[src/rtl/fracbrg_mc.sv]
// Multi-channel runtime-programmable fractional baud-rate generator.
// Each channel: phase accumulator -> oversample tick, bit tick every OVERSAMPLE os ticks.
module fracbrg_mc #(
   parameter int unsigned CLK_HZ     = 79027200,
   parameter int unsigned BAUDRATE   = 1000000,
   parameter int unsigned OVERSAMPLE = 16,
   parameter int unsigned RESOLUTION = 32,
   parameter int unsigned NUM_CH     = 4,
   localparam int unsigned CH_W      = (NUM_CH > 1) ? $clog2(NUM_CH) : 1,
   localparam int unsigned CH_OS     = (OVERSAMPLE > 1) ? $clog2(OVERSAMPLE) : 1
) (
   input  logic                      clk_i,
   input  logic                      rst_n_i,
   input  logic [NUM_CH-1:0]         en_i,
   input  logic [NUM_CH-1:0]         clr_i,
   input  logic                      wr_i,
   input  logic [CH_W-1:0]           wr_ch_i,
   input  logic [RESOLUTION-1:0]     wr_data_i,
   output logic [NUM_CH-1:0]         os_tick_o,
   output logic [NUM_CH-1:0]         bit_tick_o,
   output logic [NUM_CH*CH_OS-1:0]   phase_o,
   output logic [NUM_CH-1:0]         upd_pend_o
);

   // Round-to-nearest default increment, evaluated in 64-bit arithmetic.
   localparam logic [63:0] INC_NUM   = (64'(BAUDRATE) * 64'(OVERSAMPLE)) << RESOLUTION;
   localparam logic [63:0] INC_DEF64 = (INC_NUM + 64'(CLK_HZ / 2)) / 64'(CLK_HZ);
   localparam logic [RESOLUTION-1:0] INC_DEF = INC_DEF64[RESOLUTION-1:0];
   localparam logic [CH_OS-1:0] OS_LAST = CH_OS'(OVERSAMPLE - 1);

   if (INC_DEF64 == 64'd0 || INC_DEF64 >= (64'd1 << RESOLUTION)) begin : g_bad_inc
      $error("fracbrg_mc: default increment out of range");
   end

   logic [RESOLUTION-1:0] acc    [NUM_CH];
   logic [RESOLUTION-1:0] inc    [NUM_CH];
   logic [RESOLUTION-1:0] pend   [NUM_CH];
   logic [CH_OS-1:0]      os_cnt [NUM_CH];
   logic [RESOLUTION:0]   sum    [NUM_CH];
   logic [NUM_CH-1:0]     bit_edge;
   logic [NUM_CH-1:0]     apply;
   logic [NUM_CH-1:0]     wr_hit;

   always_comb begin
      for (int unsigned ch = 0; ch < NUM_CH; ch++) begin
         sum[ch]      = {1'b0, acc[ch]} + {1'b0, inc[ch]};
         bit_edge[ch] = en_i[ch] & ~clr_i[ch] & sum[ch][RESOLUTION] & (os_cnt[ch] == OS_LAST);
         // Rate changes only at bit boundaries, on clear, or while stopped.
         apply[ch]    = clr_i[ch] | ~en_i[ch] | bit_edge[ch];
         wr_hit[ch]   = wr_i & (wr_ch_i == CH_W'(ch));
      end
   end

   always_comb begin
      phase_o = '0;
      for (int unsigned ch = 0; ch < NUM_CH; ch++) begin
         phase_o[ch*CH_OS +: CH_OS] = os_cnt[ch];
      end
   end

   always_ff @(posedge clk_i or negedge rst_n_i) begin
      if (!rst_n_i) begin
         for (int unsigned ch = 0; ch < NUM_CH; ch++) begin
            acc[ch]    <= '0;
            os_cnt[ch] <= '0;
            inc[ch]    <= INC_DEF;
            pend[ch]   <= INC_DEF;
         end
         os_tick_o  <= '0;
         bit_tick_o <= '0;
         upd_pend_o <= '0;
      end else begin
         for (int unsigned ch = 0; ch < NUM_CH; ch++) begin
            if (clr_i[ch]) begin
               acc[ch]        <= '0;
               os_cnt[ch]     <= '0;
               os_tick_o[ch]  <= 1'b0;
               bit_tick_o[ch] <= 1'b0;
            end else if (en_i[ch]) begin
               acc[ch]        <= sum[ch][RESOLUTION-1:0];
               os_tick_o[ch]  <= sum[ch][RESOLUTION];
               bit_tick_o[ch] <= bit_edge[ch];
               if (sum[ch][RESOLUTION]) begin
                  os_cnt[ch] <= (os_cnt[ch] == OS_LAST) ? '0 : os_cnt[ch] + CH_OS'(1);
               end
            end else begin
               os_tick_o[ch]  <= 1'b0;
               bit_tick_o[ch] <= 1'b0;
            end

            // pend tracks a bypassed write too, so a later apply keeps the new rate.
            if (apply[ch]) begin
               inc[ch]        <= wr_hit[ch] ? wr_data_i : pend[ch];
               if (wr_hit[ch]) pend[ch] <= wr_data_i;
               upd_pend_o[ch] <= 1'b0;
            end else if (wr_hit[ch]) begin
               pend[ch]       <= wr_data_i;
               upd_pend_o[ch] <= 1'b1;
            end
         end
      end
   end

endmodule

[config.mk]
export PLATFORM = sky130hd
export DESIGN_NAME = fracbrg_mc
export DESIGN_NICKNAME = d
export VERILOG_FILES = /design/src/rtl/fracbrg_mc.sv
export SDC_FILE = /design/constraint.sdc
export NUM_CORES = 1
export LEC_CHECK = 0
export CORE_AREA = 2 2 283 285
export DETAILED_ROUTE_END_ITERATION = 7
export DIE_AREA = 0 0 285 287
export SETUP_SLACK_MARGIN = 0.2
export SLEW_MARGIN = 5
export SYNTH_ARGS = -nofsm -noshare
export SYNTH_HDL_FRONTEND = slang
export SYNTH_SLANG_ARGS = --single-unit
[constraint.sdc]
create_clock -name clk_i -period 4.8 [get_ports clk_i]
set_clock_uncertainty 0.1 [all_clocks]
set_input_delay 0.72 -clock clk_i [delete_from_list [all_inputs] [get_ports clk_i]]
set_output_delay 0.72 -clock clk_i [all_outputs]
set_load 0.02 [all_outputs]
==> metrics.md, run 1 <==
| Metric | Value |
|---|---|
| Critical Path RT | `5.17 ns` |
| Clk root buf | `clkbuf_16` |
| # setup viols final | `0` |
| Status | `complete, no violations` |
| Leading cell type in the layout, fill and taps excluded | `dfrtp_1` |
| Overall routing resource usage | `14.20%` |
| Port bufs | `72` |
| Initial antenna violation count | `2` |
| Layout cells sized above 1 | `19.20%` |
| # placed instances | `3231` |
| Sequential share of the synthesized area | `44.60%` |
| Row cnt | `103` |
| Final min period | `4.095 ns` |
| TNS Setup | `0 ns` |
| Total gr overflow | `0` |
| Die Wd | `285 um` |
| Post-synth top area cell | `dfrtp_1` |
| # DRC | `0` |
| RSZ-0062 raised after global routing | `false` |
| Final core area utilization | `34.19%` |
| I/O Pins | `73` |
| PD cells | `542.4 mW/mm^2` |
| Area contributors post-synth | `dfrtp_1 (29%), dfstp_2 (15%), ha_1 (7.0%)` |
| CTS Hold Bufs | `0` |
| R2R depth | `11` |
| Register area | `0.01048 mm^2` |
| Detailed Route WL | `58.36 mm` |
| Layout area overhead | `14.37%` |
| DP Area | `0.02531 mm^2` |
| Initial core utilization | `29.89%` |
| Syn Area/Cell | `10.74 um^2` |
| Fmax | `0.2442 GHz` |
| HP Class | `input pin to asynchronous set/reset pin` |
| DR vias | `17056` |
| Die height | `287 um` |
| Tcrit/Tclk final | `85.30%` |
| Antenna-violating nets left | `0` |
| Total of max-cap violations | `0` |
| #FFs+latches synth | `412` |
| CTS clk-pin slew, worst paths | `0.06 ns` |
| Clock Latency Late Sink | `0.59 ns` |
| Yosys warns | `0` |
| Relative slew slack | `18.37%` |
| Total die area | `0.08180 mm^2` |
| Setup crit end kind | `flip-flop` |
| Syn Inst Count | `2188` |
| Post-DR vias/cell | `5.144` |
| WS Path Type | `flip-flop to flip-flop` |
| Fin cells | `3316` |
| Largest net degree at the start of global routing | `94` |
| Clock tree sinks | `412` |
| First-pass GRT wire length | `94.36 mm` |
| DRT Pass-1 Iters | `5` |
| Post-CTS Resized | `0` |
| Critical Path Source Type | `flip-flop` |
| Count of cell types in the netlist | `89` |
| Final Cell Area | `0.02688 mm^2` |
| Area share of the largest cell type after synthesis | `29.39%` |
| CP arrival | `4.47 ns` |
| Core box area | `0.07861 mm^2` |
| # Post-CTS Setup Buffers | `0` |
| Hold_ws | `0.05514 ns` |
| Vias in the first global route | `17418` |
| Placer Congestion | `0.8412` |
| Commonest non-fill, non-tap cells in the layout | `dfrtp_1 (276), nor2_1 (145), mux2_2 (144)` |
| Post-DP HPWL | `39.44 mm` |
| Most used DFF post-synth | `dfrtp_1` |
| CP Max Fanout | `33` |
| Antenna cells | `0` |
| Initial drt markers | `1087` |
| Slew Viols, Final | `0` |
| Cell Area, Synth | `0.02350 mm^2` |
| Multi-input logic area | `0.01223 mm^2` |
| CTS Buffer Depth | `3` |
| Worst Max-Slew Pin Slew | `1.224 ns` |
| Num CTS Buffers | `46` |
| CTS tree | `built` |
| Post-synth net total | `2369` |
| Worst VDD drop | `0.0002667 V` |
| H-tree levels | `2` |
| DR WL/cell | `17.60 um` |
| Ys async rst share | `100.0%` |
| Final Hold Fails | `0` |
| Post-synth EDFFs | `0` |
| NumNets Final | `2410` |
| Leakage power | `11.99 nW` |
| Fillers | `7833` |
[metrics by stage]
| stage | worst slack, ns | power (mW) |
|---|---|---|
| 2_1_floorplan | 1.361 | 9.550 |
| 3_3_place_gp | 0.7179 | 10.66 |
| 3_5_place_dp | 0.7462 | 10.88 |
| 4_1_cts | 0.7112 | 14.68 |
| 5_1_grt | 0.4898 | 15.64 |
| 6_report | 0.7054 | 14.58 |
[cells by family (layout without fill, tap and decap cells)]
kind of cell | Yosys count | in the layout | share of synthesized area, %
AO/OA/AOI/OAI | 572 | 572 | 16.62
AND/OR/NAND/NOR | 492 | 492 | 10.62
flip-flops | 412 | 412 | 44.60
multiplexers | 300 | 300 | 14.27
buffers and inverters | 194 | 272 | 3.466
adder cells (fa/ha/maj) | 136 | 136 | 7.369
XOR/XNOR | 82 | 82 | 3.056
[flip-flops by register name, summed over array words and instances (netlist names)]
name	cells
acc	128
bit_tick_o	4
inc	128
os_tick_o	4
pend	128
phase_o	16
upd_pend_o	4
[path summary, 6_finish.rpt]
path	endpoint	slack [ns]	from
worst min-delay path	phase_o[10]	0.06	rst_n_i
worst min register to register	acc[119]	0.39	acc[119]
worst max-delay path	inc[42]	0.71	acc[32]
min in group clk_i	acc[119]	0.39	acc[119]
worst max register to register	inc[42]	0.71	acc[32]
max in group asynchronous	inc[86]	3.48	rst_n_i
[per-layer routing]
metal	global-route usage [%]	vias to the layer above	wire length, um
met1	18.29	8480	26370
met5	0	-	16
met3	2.206	92	2342
met4	5.419	2	1996
li1	-	8159	-
met2	24.00	323	27630
[cells in the mapped netlist, drive strengths merged, types with 30 or more instances]
cell,instances
inv,89
nor3,55
mux2i,107
ha,132
a21oi,130
a2111oi,37
nand3,30
xnor2,55
clkbuf,80
dfrtp,276
nand2,98
and4,34
o21ai,115
o31ai,39
mux2,193
dfstp,136
nor2,145
a21o,78
[cell type report]
type                            instances  share of cell area, %
Clock buffer                           72                  4.986
Clock inverter                         13                 0.8380
Inverter                               89                  1.243
Multi-Input combinational cell       1582                  45.50
Sequential cell                       412                  38.99
Tap cell                             1050                  4.888
Timing Repair Buffer                   98                  3.557
[worst max-delay path, stage by stage, from the launching register on]
cell,delay (ns)
dfrtp_1,0.38
ha_1,0.23
fa_1,0.43
a21oi_1,0.27
o21ai_2,0.13
a31oi_2,0.22
o211ai_2,0.17
a2111oi_4,0.40
o21ai_2,0.14
a21o_1,0.21
a311o_2,0.80
mux2_4,0.45
[where the power goes]
group | internal (mW) | leakage, nW | switching [mW] | total (mW)
clock | 2.24 | 0.760 | 1.47 | 3.71
sequential | 4.52 | 4.94 | 0.520 | 5.04
combinational | 2.58 | 6.28 | 3.25 | 5.83
Power figures use the tool's default switching activity.
==> run 2, diff against run 1 <==
Settings changed: TNS_END_PERCENT from default to 100.
==> results of run 2 <==
Final layout, timing and power as in run 1 (identical DEF).
